### src/rtl/ntt_seq_pkg.sv
// ntt_seq_pkg: shared FSM state, mode and butterfly opcode definitions for the NTT issue sequencer.
package ntt_seq_pkg;
    typedef enum logic [1:0] {IDLE, ISSUE, DRAIN, FINISH} state_t;
    localparam logic MODE_FWD = 1'b0;
    localparam logic MODE_INV = 1'b1;
    localparam logic [1:0] BTF_OP_BF  = 2'd0;
    localparam logic [1:0] BTF_OP_MUL = 2'd1;
    localparam logic [1:0] BTF_OP_ADD = 2'd2;
    localparam logic [1:0] BTF_OP_SUB = 2'd3;
endpackage

### src/rtl/btf_seq_addrgen.sv
// btf_seq_addrgen: combinational operand/twiddle address generator for one butterfly (stage s, op k).
module btf_seq_addrgen
    import ntt_seq_pkg::*;
#(
    parameter int LOGN = 8,
    parameter int SW   = $clog2(LOGN)
) (
    input  logic [SW-1:0]   s_i,
    input  logic [LOGN-2:0] k_i,
    input  logic            mode_i,
    output logic [LOGN-1:0] a_o,
    output logic [LOGN-1:0] b_o,
    output logic [LOGN-1:0] tw_o
);
    int              lt;
    logic [LOGN-1:0] kx;
    logic [LOGN-1:0] i;
    // lt = log2(t); in both modes m = 1 << (LOGN-1-lt)
    always_comb begin
        lt   = (mode_i == MODE_INV) ? int'(s_i) : LOGN - 1 - int'(s_i);
        kx   = LOGN'(k_i);
        i    = kx >> lt;
        a_o  = (i << (lt + 1)) | (kx & ((LOGN'(1) << lt) - LOGN'(1)));
        b_o  = a_o | (LOGN'(1) << lt);
        tw_o = (LOGN'(1) << (LOGN - 1 - lt)) + i;
    end
endmodule

### src/rtl/ntt_btf_seq.sv
// ntt_btf_seq: issue-side sequencer running one in-place NTT/INTT through the butterfly pipeline.
// Define NTT_BTF_SEQ_PERF_EN to add the perf_cycles busy-cycle counter output.
module ntt_btf_seq
    import ntt_seq_pkg::*;
#(
    parameter int LOGN       = 8,
    parameter int BTF_LAT    = 7,
    parameter int MEM_RD_LAT = 1
) (
    input  logic            clk,
    input  logic            rst,
`ifdef NTT_BTF_SEQ_PERF_EN
    output logic [31:0]     perf_cycles,
`endif
    input  logic            start,
    input  logic            mode,
    input  logic            hold,
    output logic            busy,
    output logic            done,
    output logic            rd_en,
    output logic [LOGN-1:0] rd_addr_a,
    output logic [LOGN-1:0] rd_addr_b,
    output logic [LOGN-1:0] tw_addr,
    output logic [1:0]      btf_opcode,
    output logic            btf_dif_dit,
    output logic            btf_div_by_2,
    output logic            wr_en,
    output logic [LOGN-1:0] wr_addr_a,
    output logic [LOGN-1:0] wr_addr_b
);
    localparam int D  = MEM_RD_LAT + BTF_LAT;
    localparam int SW = $clog2(LOGN);
    localparam int IW = $clog2(D + 1);

    state_t            state_q, state_d;
    logic [SW-1:0]     s_q, s_d;
    logic [LOGN-2:0]   k_q, k_d;
    logic              mode_q, mode_d;
    logic [IW-1:0]     infl_q, infl_d;
    logic [D-1:0]      vld_q;
    logic [LOGN-1:0]   wa_q [D];
    logic [LOGN-1:0]   wb_q [D];
    logic [LOGN-1:0]   a, b, tw;

    btf_seq_addrgen #(.LOGN(LOGN), .SW(SW)) u_addrgen (
        .s_i(s_q), .k_i(k_q), .mode_i(mode_q), .a_o(a), .b_o(b), .tw_o(tw)
    );

    assign rd_en        = (state_q == ISSUE) && !hold;
    assign wr_en        = vld_q[D-1];
    assign busy         = state_q != IDLE;
    assign done         = state_q == FINISH;
    assign rd_addr_a    = rd_en ? a : '0;
    assign rd_addr_b    = rd_en ? b : '0;
    assign tw_addr      = rd_en ? tw : '0;
    assign btf_opcode   = BTF_OP_BF;
    assign btf_dif_dit  = rd_en && (mode_q == MODE_FWD);
    assign btf_div_by_2 = rd_en && (mode_q == MODE_INV);
    assign wr_addr_a    = wr_en ? wa_q[D-1] : '0;
    assign wr_addr_b    = wr_en ? wb_q[D-1] : '0;
    assign infl_d       = infl_q + IW'(rd_en) - IW'(wr_en);

    always_comb begin
        state_d = state_q;
        s_d     = s_q;
        k_d     = k_q;
        mode_d  = mode_q;
        case (state_q)
            IDLE: if (start) begin
                state_d = ISSUE;
                mode_d  = mode;
                s_d     = '0;
                k_d     = '0;
            end
            ISSUE: if (!hold) begin
                k_d     = k_q + 1'b1;
                state_d = (k_q == {(LOGN-1){1'b1}}) ? DRAIN : ISSUE;
            end
            // leave as the final write of the stage leaves the pipeline
            DRAIN: if (infl_d == '0) begin
                state_d = (s_q == SW'(LOGN - 1)) ? FINISH : ISSUE;
                s_d     = (s_q == SW'(LOGN - 1)) ? s_q : s_q + 1'b1;
                k_d     = '0;
            end
            default: state_d = IDLE;
        endcase
    end

    always_ff @(posedge clk or posedge rst) begin
        if (rst) begin
            state_q <= IDLE;
            s_q     <= '0;
            k_q     <= '0;
            mode_q  <= MODE_FWD;
            infl_q  <= '0;
            vld_q   <= '0;
        end else begin
            state_q  <= state_d;
            s_q      <= s_d;
            k_q      <= k_d;
            mode_q   <= mode_d;
            infl_q   <= infl_d;
            vld_q[0] <= rd_en;
            for (int i = 1; i < D; i++) vld_q[i] <= vld_q[i-1];
        end
    end

    always_ff @(posedge clk) begin
        wa_q[0] <= a;
        wb_q[0] <= b;
        for (int i = 1; i < D; i++) begin
            wa_q[i] <= wa_q[i-1];
            wb_q[i] <= wb_q[i-1];
        end
    end

`ifdef NTT_BTF_SEQ_PERF_EN
    logic [31:0] perf_q;
    assign perf_cycles = perf_q;
    always_ff @(posedge clk or posedge rst) begin
        if (rst) perf_q <= '0;
        else if (state_q == IDLE && start) perf_q <= '0;
        else if (state_q != IDLE) perf_q <= perf_q + 32'd1;
    end
`endif
endmodule

### config.mk
export PLATFORM = sky130hd
export DESIGN_NAME = ntt_btf_seq
export DESIGN_NICKNAME = d
export VERILOG_FILES = /design/src/rtl/ntt_seq_pkg.sv /design/src/rtl/btf_seq_addrgen.sv /design/src/rtl/ntt_btf_seq.sv
export SDC_FILE = /design/constraint.sdc
export NUM_CORES = 1
export LEC_CHECK = 0
export BUFFER_PORTS_ARGS = -buffer_cell sky130_fd_sc_hd__buf_2
export CAP_MARGIN = 0
export CORE_UTILIZATION = 40
export CTS_BUF_LIST = sky130_fd_sc_hd__clkbuf_8
export CTS_CLUSTER_SIZE = 14
export DETAILED_ROUTE_END_ITERATION = 6
export HOLD_SLACK_MARGIN = 0.03
export PLACE_DENSITY_LB_ADDON = 0.25
export SETUP_SLACK_MARGIN = 0.2
export SLEW_MARGIN = 20
export SYNTH_ARGS = -nofsm -noshare
export SYNTH_HDL_FRONTEND = slang
export SYNTH_SLANG_ARGS = --single-unit
### constraint.sdc
create_clock -name clk -period 3.4 [get_ports clk]
set_input_delay 0.17 -clock clk [delete_from_list [all_inputs] [get_ports clk]]
set_output_delay 0.17 -clock clk [all_outputs]
set_load 0.01 [all_outputs]
Yosys cells after proc, flatten, opt, wreduce, memory -nomap -nowiden --
Memory sizes are Yosys's and may differ from the RTL's. Cells that the tools add are included.
Operators by class: add/subtract/negate cells 9, equality and inequality tests 9, shift-type cells 4, mux-type cells 20, bitwise logic cells 4, reductions and logical operators 13
Operators by type and width (number):
- $shl A1 B32 Y8 const A | 2
- $mux W8 | 5
- $add A32 B2 Y32 const B | 1
- $mux W32 | 1
- $shl A8 B32 Y8 | 1
- $shr A7 B32 Y8 | 1
- $sub A4 B32 Y32 const A | 1
- $mux W7 | 3
- $pmux W7 S3 | 1
- $or A8 B8 Y8 | 2
- $mux W2 | 5
- $mux W3 | 3
- $add A8 B8 Y8 | 1
- $and A7 B8 Y8 | 1
- $ne A2 B2 Y1 const B | 4
- $reduce_and A4 Y1 | 2
- $sub A8 B1 Y8 const B | 1
- $add A7 B1 Y7 const B | 1
- $eq A7 B7 Y1 const B | 1
- $pmux W2 S3 | 1
- $pmux W3 S2 | 1
- $add A4 B1 Y4 | 1
- $eq A2 B2 Y1 const B | 2
- $logic_not A4 Y1 | 1
- 13 further kinds | 16
Storage, ports and cells: register bits 25, bits in writable memories 128, input bits 5, word-level logic and storage cells 67, memories kept 2
Memories:
- wa_q | words 8, width 8, read ports 8, clocked after Yosys merged registers in 0, write ports 8, line ntt_btf_seq.sv:41 | logic [LOGN-1:0] wa_q [D];
- wb_q | words 8, width 8, read ports 8, clocked after Yosys merged registers in 0, write ports 8, line ntt_btf_seq.sv:42 | logic [LOGN-1:0] wb_q [D];

Logic depth before layout (Yosys ltp) --
Gate-level depths: netlist of the first run.
depth after elaboration 8, gate-level depth with buffers 17, mapped depth without buffers 14

Modules after synthesis --
From an unflattened synthesis of the first run, not the netlist that was laid out.
Second synthesis, totals: cells, all modules 568, area total of the unflattened synthesis 5967.0 µm²
Modules (own cells, without submodules):
- ntt_btf_seq | times used 1, cells each 306, area each 4191.5 µm², sequential area each 3188.1 µm²
- btf_seq_addrgen | times used 1, cells each 262, area each 1775.5 µm², sequential area each 0.0 µm²

Worst setup path after synthesis of the first run --
No wires, ideal clock.
path kind flip-flop to flip-flop, start register state_q[1], end register s_q[0], setup time 0.125 ns, arrival 3.463 ns, setup slack -0.187 ns, stages on the path, launching flop included 14, buffers on the path 2, cells stage by stage dfrtp_1 -> nand2b_1 -> or2_2 -> clkbuf_1 -> inv_1 -> clkbuf_1 -> ha_1 -> inv_1 -> fa_1 -> inv_1 -> or3_1 -> or3_1 -> o21ai_1 -> mux2_2
On the way: word-level cells in the longest chain between the ends 7
RTL lines:
- start, declared | line ntt_btf_seq.sv:35 | state_t state_q, state_d;
- start signal, assigned | line ntt_btf_seq.sv:98 | state_q <= state_d;
- $eq A2 B1 Y1 | line ntt_btf_seq.sv:49 | assign rd_en = (state_q == ISSUE) && !hold;
- $logic_and A1 B1 Y1 | line ntt_btf_seq.sv:49
- net rd_en | line ntt_btf_seq.sv:20 | output logic rd_en,
- $add A4 B1 Y4 | line ntt_btf_seq.sv:61 | assign infl_d = infl_q + IW'(rd_en) - IW'(wr_en);
- $sub A4 B1 Y4 | line ntt_btf_seq.sv:61
- net infl_d[1] | line ntt_btf_seq.sv:39 | logic [IW-1:0] infl_q, infl_d;
- $logic_not A4 Y1 | line ntt_btf_seq.sv:80 | DRAIN: if (infl_d == '0) begin
- $ne A2 B2 Y1 (no source line)
- $reduce_and A4 Y1 (no source line)
- end signal, assigned | line ntt_btf_seq.sv:92 | s_q <= '0;
- end signal, assigned | line ntt_btf_seq.sv:99 | s_q <= s_d;
- end, declared | line ntt_btf_seq.sv:36 | logic [SW-1:0] s_q, s_d;
The timed path passes the listed nets, and every way through them passes these cells. A chain may end at the register's enable or synchronous reset.

Worst setup path in the final report of the first run --
start register s_q[1], end output tw_addr[6]
On the way: word-level cells in the longest chain between the ends 6
RTL lines:
- $sub A3 B3 Y4 | line btf_seq_addrgen.sv:20 | lt = (mode_i == MODE_INV) ? int'(s_i) : LOGN - 1 - int'(s_i);
- $mux W32 (*) | line btf_seq_addrgen.sv:20
- $sub A4 B32 Y32 | line btf_seq_addrgen.sv:25 | tw_o = (LOGN'(1) << (LOGN - 1 - lt)) + i;
- $shl A1 B32 Y8 | line btf_seq_addrgen.sv:25
- $add A8 B8 Y8 (*) | line btf_seq_addrgen.sv:25
- $mux W8 (*) | line ntt_btf_seq.sv:55 | assign tw_addr = rd_en ? tw : '0;
- end, declared | line ntt_btf_seq.sv:23 | output logic [LOGN-1:0] tw_addr,
Mark *: on every way between the ends. The rest lies on a longest branch, timed or not.

==> impl_results.rst, run 1 <==
.. list-table::
   :header-rows: 1

   * - Metric
     - Value
   * - Final hold viol count
     - 0
   * - Beginning of the critical path
     - s_q[1]
   * - Number of cells in the design after placement
     - 779
   * - Wire length of the first global-routing pass
     - 21,500 um
   * - Root buffer selected by CTS
     - clkbuf_8
   * - Critical path buffer and inverter count
     - 3
   * - Max Slew Vio Count
     - 0
   * - Total routing resource utilization after global routing
     - 19.7%
   * - Highest clock rate
     - 300 MHz
   * - Total number of placement rows
     - 42
   * - Slowest stage cell, crit path
     - dfrtp_2
   * - CP Launch Type
     - flop
   * - Core box area
     - roughly 13,000 um^2
   * - Total of endpoints with negative setup slack in the final report
     - 0
   * - Routed vias/inst
     - 5.00
   * - Count of unique library cells instantiated by Yosys
     - 71
   * - Detailed-placement wirelength estimate
     - 9920 um
   * - Data arrival time of the worst path
     - approximately 3200 ps
   * - Count of pins on the block boundary
     - 53
   * - Clock sink count
     - between 150 and 200
   * - Cell area after placement
     - about 6300 um^2
   * - Total of flip-flops plus latches after synthesis
     - 153
   * - Die area
     - 14,500 um^2
   * - Clock latency reported for the late side of the worst-skew pair
     - 430 ps
   * - Crit. path cell count
     - 15
   * - Count of flip-flops with a built-in enable after synthesis
     - 0
   * - Endpoint of the most critical register-to-register path
     - s_q[0]
   * - RSZ-0062 raised after global routing
     - yes
   * - Start point of the worst min-delay path
     - hold
   * - H-tree depth
     - 4
   * - Total power
     - around 8.1 mW
   * - Clock tree from TritonCTS
     - built
   * - Final Hold Slack
     - 71.9 ps
   * - Vertical die dimension
     - 121 um
   * - Number of I/O port buffers
     - 50
   * - Worst hold-check path type
     - in -> reg
   * - Area growth from synthesis to layout
     - 35.7%
   * - Grt peak-use layer
     - met2
   * - Worst vdd rail ir drop
     - 0.000343 V
   * - Number of buffers added by the clock tree synthesis step
     - 17
   * - X dimension of the die
     - 121 um
   * - Cell class contributing the biggest share of worst-path delay
     - compound AO/OA/AOI/OAI gates
   * - List of cells traversed by the critical path
     - buf_6, mux2i_4, o22ai_2, o21ai_2, and2_4, inv_4, ha_4, ha_4, a21o_1, a21o_1, a21o_1, a21oi_2, xor2_1, nor2_1, buf_2
   * - Proportion of register bits with asynchronous set or reset after synthesis
     - 16.3%
   * - Fraction of final layout cells sized beyond drive strength 1
     - 40.4%
   * - Post-route DRC
     - 0
   * - Post-route standard cell area excluding fillers
     - 7620 um^2
   * - Gate count after technology mapping
     - ~530
   * - Power density of the placed cells
     - between 1000 and 1500 nW/um^2
   * - Net count, final
     - 693
   * - ANT nets after route
     - 0
   * - Reg-to-reg slack, setup
     - 330 ps
   * - Predominant post-synthesis flop cell
     - dfxtp_1
   * - Ys Warns
     - 0
   * - Worst path most repeated cell
     - a21o_1
   * - Total number of vias
     - 4,299
   * - Maximum number of pins on one net before global-route repair
     - 27
   * - Post-synthesis cell area
     - 5620 um^2
   * - Antenna cells
     - 0
   * - Placement Setup Slack
     - 84.9 ps
   * - Pre-antenna DRT Iters
     - 4
   * - Worst Setup Path Type
     - reg -> out
   * - Headroom to the max-slew limit
     - 38.0%
   * - Final total negative setup slack
     - 0 ps
   * - Required time of the critical path
     - 3230 ps
   * - Number of DRC markers in iteration 0
     - between 200 and 250
   * - Initial antenna violation count
     - 0
   * - Clock-pin slew on the worst setup and hold paths
     - 90 ps
   * - Minimum clock period
     - 3330 ps
   * - Routing usage on met1
     - 24.0%
   * - Maximum fanout along the worst path
     - 8
   * - Total length of routed wires
     - 14,100 um
   * - Number of global-route vias before repair
     - 4,068
   * - Leak
     - 3.38 nW
   * - Reg2reg start
     - state_q[1]
   * - Sequential element share of the synthesized area
     - 56.7%
   * - Placer Congestion
     - between 0.9 and 1
   * - Kind of capture point of the worst setup path
     - output port
   * - Non-filler cells, final
     - 859
   * - Path depth of the worst reg2reg path
     - 11
   * - CTS max path bufs
     - 2
   * - Worst Max-Slew Pin Slew
     - 924 ps
   * - Wire per inst
     - approximately 16 um
   * - Worst Clk Skew
     - 18.4 ps
   * - Global Route met3 Usage
     - 4.43%
   * - Max-cap violation count
     - 0
   * - Average cell area after synthesis
     - 10.5 um^2
   * - Met2 Track Usage GR
     - 33.0%
   * - Effective utilization at floorplan
     - roughly two fifths
   * - Critical Path Sink
     - tw_addr[6]
   * - Final Util
     - 56.7%
   * - Fin crit share
     - 98.1%
   * - Outcome
     - finished clean
   * - Sum of overflow across all layers after global routing
     - 0
   * - Worst path setup slack after routing
     - 65.9 ps
   * - Delay of the slowest critical-path stage
     - 560 ps
layout by cell type, fill, tap and decap left out, drive strengths merged, types with 5 or more instances in the layout:
cell and n:
o31ai 5, ha 17, nand2b 12, buf 138, nor2b 8, o22ai 13
a211oi 5, nand3 9, or3 6, a21oi 26, a21o 7, mux2i 11
inv 31, nor2 42, or2 5, and2 33, xor2 6, dfxtp 128
nand2 38, o21ai 24, clkbuf 21, clkinv 7, xnor2 7, dfrtp 25
nor3 5
Yosys cell counts (2+ instances only):
cell | number | area (um^2)
o32a_1 | 2 | 20.0
a21oi_1 | 24 | 120
or2_2 | 4 | 25.0
nand2_1 | 37 | 139
o21ai_1 | 4 | 20.0
mux2i_1 | 11 | 110
and2_1 | 31 | 194
o21ai_2 | 4 | 35.0
nand2b_1 | 12 | 75.1
o21ai_0 | 16 | 80.1
o31ai_1 | 3 | 22.5
and2_4 | 2 | 17.5
nor3_1 | 5 | 25.0
a211o_1 | 2 | 17.5
a22o_1 | 2 | 17.5
mux2_2 | 3 | 33.8
a22oi_1 | 2 | 15.0
o22ai_1 | 12 | 75.1
nor4_1 | 2 | 12.5
xnor2_1 | 7 | 61.3
dfxtp_1 | 128 | 2560
a21oi_2 | 2 | 17.5
a21o_1 | 7 | 52.6
o221ai_1 | 3 | 26.3
nor2_1 | 41 | 154
or3_1 | 6 | 37.5
nor2b_1 | 8 | 50.1
buf_4 | 4 | 30.0
nor3b_1 | 3 | 22.5
o31ai_2 | 2 | 25.0
inv_1 | 25 | 93.8
nand3_1 | 9 | 45.0
dfrtp_1 | 25 | 626
clkbuf_1 | 11 | 41.3
and3_1 | 3 | 18.8
ha_1 | 17 | 213
xor2_1 | 6 | 52.6
o22a_1 | 3 | 26.3
buf_6 | 6 | 67.6
buf_2 | 5 | 25.0
a211oi_1 | 5 | 37.5
per-layer routing:
metal,up-vias,share of wire (%)
met5,-,0
met4,0,4.0
met3,41,4.9
met2,120,49
met1,2045,42
li1,2093,-
logic make-up (layout without fill, tap and decap cells):
group,Yosys count,in the layout,synth area share [%]
other,1,2,0.0668
AND/OR/NAND/NOR,172,172,15.7
adder cells (fa/ha/maj),18,18,4.14
multiplexers,15,15,2.83
AO/OA/AOI/OAI,109,109,13.8
flip-flops,153,153,56.7
XOR/XNOR,13,13,2.03
buffers and inverters,53,201,4.72
repair_timing:
item                                   4_1_cts  5_1_grt
endpoints found under the hold margin       26        0
gates resized for setup                     45       74
hold buffers                                 2        0
pin swaps                                   22       38
setup endpoints to repair                   20       17
setup buffers                               20       23
cloned                                       0        3
final cells by class:
| class | instances | area [um^2] |
|---|---|---|
| clock buffers | 18 | 248 |
| clock inverters | 14 | 113 |
| fillers | 1179 | 5830 |
| inverters | 26 | 111 |
| multi-input cells | 329 | 2640 |
| flip-flops and latches | 153 | 3200 |
| well taps | 176 | 220 |
| repair buffers | 143 | 1090 |
state kept, by name (all words and copies together) (netlist names):
name / count
s_q: 3
mode_q: 1
wb_q: 64
state_q: 2
vld_q: 8
k_q: 7
wa_q: 64
infl_q: 4
report_power, final:
part / switching [mW] / total, mW / internal (mW)
Combinational: 2.12 / 3.98 / 1.87
Sequential: 0.285 / 2.86 / 2.58
Clock: 0.671 / 1.21 / 0.543
tightest hold or removal path: stages:
cell and delay, ps:
buf_2 100, nor2_1 40, o211ai_1 150
worst min-delay path by stage:
stage / end / slack [ps] / cells past startpoint
global placement: wb_q[1][17] / 310 / 0
CTS: state_q[0] / 40 / 3
floorplan: infl_q[0] / 200 / 1
detailed placement: wa_q[0][8] / 310 / 0
finish: state_q[0] / 70 / 3
global route: state_q[0] / 50 / 3
(Power assumes the default switching activity.)
==> run 2, diff against run 1 <==
- GPL_ROUTABILITY_DRIVEN: default -> 0
- PLACE_DENSITY_LB_ADDON: 0.25 -> 0.3
==> run 2 against run 1 <==
The run now ends with negative setup slack left. Largest cell class unchanged. Highest routed layer unchanged. Final cell count shrank 2.9%. Register-to-register slack lost 20 ps. Sequential cell count is the same. Critical path type unchanged. Power is essentially flat. Combinational power shrank 5.8%.
==> impl_results.rst, run 2 (synthesized netlist as in run 1, its figures left out) <==
.. list-table::
   :header-rows: 1

   * - Metric
     - Value
   * - Total number of placement rows
     - 42 (unchanged)
   * - Pre-antenna DRT Iters
     - 6 (+2)
   * - Total number of vias
     - 4,432 (+3.1%)
   * - H-tree depth
     - 4 (unchanged)
   * - Total length of routed wires
     - 13,800 um (-2.0%)
   * - Total routing resource utilization after global routing
     - 19.0% (-0.70 points)
   * - CTS max path bufs
     - 2 (unchanged)
   * - Clock latency reported for the late side of the worst-skew pair
     - 430 ps (about the same)
   * - Worst Max-Slew Pin Slew
     - 900 ps (-23.9 ps)
   * - Antenna cells
     - 0 (unchanged)
   * - Cell class contributing the biggest share of worst-path delay
     - compound AO/OA/AOI/OAI gates
   * - Minimum clock period
     - 3460 ps (+125 ps)
   * - Path depth of the worst reg2reg path
     - 11 (unchanged)
   * - Number of cells in the design after placement
     - 763 (-2.1%)
   * - X dimension of the die
     - 121 um (unchanged)
   * - Worst hold-check path type
     - in -> reg
   * - Max Slew Vio Count
     - 0 (unchanged)
   * - Violations in the final reports
     - negative setup slack
   * - Headroom to the max-slew limit
     - 39.7% (+1.6 points)
   * - ANT nets after route
     - 0 (unchanged)
   * - Number of DRC markers in iteration 0
     - 455 (+95%)
   * - Endpoint of the most critical register-to-register path
     - s_q[0]
   * - Final Util
     - 54.7% (-2.0 points)
   * - Wire length of the first global-routing pass
     - 21,000 um (-2.6%)
   * - Clock tree from TritonCTS
     - built
   * - Beginning of the critical path
     - mode_q
   * - CP Launch Type
     - flop
   * - Maximum number of pins on one net before global-route repair
     - 26 (-3.7%)
   * - Count of pins on the block boundary
     - 53 (unchanged)
   * - Core box area
     - 13,500 um^2 (unchanged)
   * - Number of global-route vias before repair
     - 4,243 (+4.3%)
   * - Data arrival time of the worst path
     - 3290 ps (+130 ps)
   * - Detailed-placement wirelength estimate
     - 8800 um (-11%)
   * - Die area
     - 14,500 um^2 (unchanged)
   * - Critical path buffer and inverter count
     - 3 (unchanged)
   * - Routed vias/inst
     - 5.31 (+6.2%)
   * - Wire per inst
     - 16.5 um (+0.95%)
   * - Outcome
     - finished, violations left
   * - Max-cap violation count
     - 0 (unchanged)
   * - Non-filler cells, final
     - 834 (-2.9%)
   * - Largest registers in the final layout
     - wa_q (64), wb_q (64), vld_q (8)
   * - Number of I/O port buffers
     - 50 (unchanged)
   * - Power density of the placed cells
     - 1100 nW/um^2 (+3.6%)
   * - Clock-pin slew on the worst setup and hold paths
     - 90 ps (about the same)
   * - Slowest stage cell, crit path
     - dfrtp_2
   * - Crit. path cell count
     - 15 (unchanged)
   * - Final Hold Slack
     - 75.3 ps (+3.39 ps)
   * - Worst vdd rail ir drop
     - 0.000409 V (+19%)
   * - Root buffer selected by CTS
     - clkbuf_8
   * - Post-route DRC
     - 0 (unchanged)
   * - Required time of the critical path
     - 3230 ps (about the same)
   * - Fin crit share
     - 102% (+3.7 points)
   * - Number of fillers in the final layout
     - 1,151 (-2.4%)
   * - Reg-to-reg slack, setup
     - 310 ps (-20 ps)
   * - Leak
     - 3.25 nW (-3.8%)
   * - Kind of capture point of the worst setup path
     - output port
   * - Maximum fanout along the worst path
     - 12 (+4)
   * - RSZ-0062 raised after global routing
     - yes
   * - Net count, final
     - 668 (-3.6%)
   * - List of cells traversed by the critical path
     - nand2b_1, nand2_4, clkinvlp_4, o21ai_1, and2_4, inv_4, ha_4, ha_4, a21o_1, a21o_1, a21o_1, a21oi_2, xor2_1, nor2_1, buf_2
   * - Critical Path Sink
     - tw_addr[6]
   * - Fraction of final layout cells sized beyond drive strength 1
     - 37.2% (-3.2 points)
   * - Worst Setup Path Type
     - reg -> out
   * - Post-route standard cell area excluding fillers
     - 7360 um^2 (-3.5%)
   * - Final total negative setup slack
     - -59.0 ps (-59.0 ps)
   * - Initial antenna violation count
     - 0 (unchanged)
   * - Total of endpoints with negative setup slack in the final report
     - 1 (+1)
   * - Worst Clk Skew
     - 17.6 ps (-0.791 ps)
   * - Worst path setup slack after routing
     - -59.0 ps (-125 ps)
   * - Delay of the slowest critical-path stage
     - 520 ps (-40 ps)
   * - Final hold viol count
     - 0 (unchanged)
   * - Commonest non-fill, non-tap cells in the layout
     - 128 x dfxtp_1, 55 x buf_4, 49 x buf_2, 36 x nand2_1, 32 x nor2_1
   * - Worst path most repeated cell
     - a21o_1
   * - Reg2reg start
     - state_q[1]
   * - Effective utilization at floorplan
     - 41.8% (unchanged)
   * - Vertical die dimension
     - 121 um (unchanged)
   * - Number of buffers added by the clock tree synthesis step
     - 17 (unchanged)
   * - Sum of overflow across all layers after global routing
     - 0 (unchanged)
   * - Area growth from synthesis to layout
     - 31.0%
   * - Highest clock rate
     - 289 MHz (-3.6%)
   * - Most common cell after layout, fill and taps aside
     - dfxtp_1
   * - Clock sink count
     - 153 (unchanged)
   * - Cell area after placement
     - 6200 um^2 (-1.9%)
## run 2: changes by cell type in the layout (fill, tap and decap cells not counted), sizes merged
cell / delta
bufinv: +3
clkinv: -3
buf: -22
clkinvlp: +1
clkbuf: -4
## run 2: repair_timing
action	4_1_cts	5_1_grt
hold endpoints to repair	26	0
gates cloned	1	0
pin swaps	26	23
setup buffers	21	16
endpoints found under the setup margin	23	16
resized for setup	47	61
hold buffers	2	0
## run 2: layout make-up
type	instances	area (um^2)	share of cell area (%)
clock buffers	17	234	3.18
clock inverters	15	203	2.76
inverters	26	115	1.56
multi-input cells	329	2560	34.9
flip-flops and latches	153	3190	43.4
well taps	176	220	2.99
repair buffers	118	826	11.2
## run 2: worst reg2reg max path, delay by kind of cell, from the launching register on
family	cells	cell delay [ps]
adder cells (fa/ha/maj)	2	610
multiplexers	1	320
AND/OR/NAND/NOR	4	1260
AO/OA/AOI/OAI	1	190
flip-flops	1	420
buffers and inverters	3	180
## run 2: per-layer routing
metal / vias to the layer above / GRT usage, % / wire length (um)
met4: 0 / 12.2 / 808
li1: 2037 / - / -
met2: 226 / 31.9 / 6830
met3: 89 / 4.86 / 992
met5: - / 0 / 0
met1: 2080 / 21.3 / 5150
## run 2: stage by stage
step / worst slack [ps] / total power, mW
2_1_floorplan: 204 / 4.66
3_3_place_gp: 224 / 5.51
3_5_place_dp: 98.7 / 5.63
4_1_cts: 42.0 / 7.47
5_1_grt: -169 / 8.52
6_report: -59.0 / 8.06
## run 2: worst min path at each step
stage,from,depth (start not counted),slack [ps],end
global placement,wb_q[0][25],0,310,wb_q[1][1]
global route,hold,3,70,state_q[0]
CTS,hold,3,50,state_q[0]
floorplan,rst,1,200,infl_q[0]
detailed placement,wa_q[0][4],0,310,wa_q[0][12]
finish,hold,3,80,state_q[0]
## run 2: power breakdown
group	total [mW]	internal [mW]	switching [mW]
Combinational	3.75	1.67	2.08
Clock	1.45	0.756	0.699
Sequential	2.86	2.57	0.281
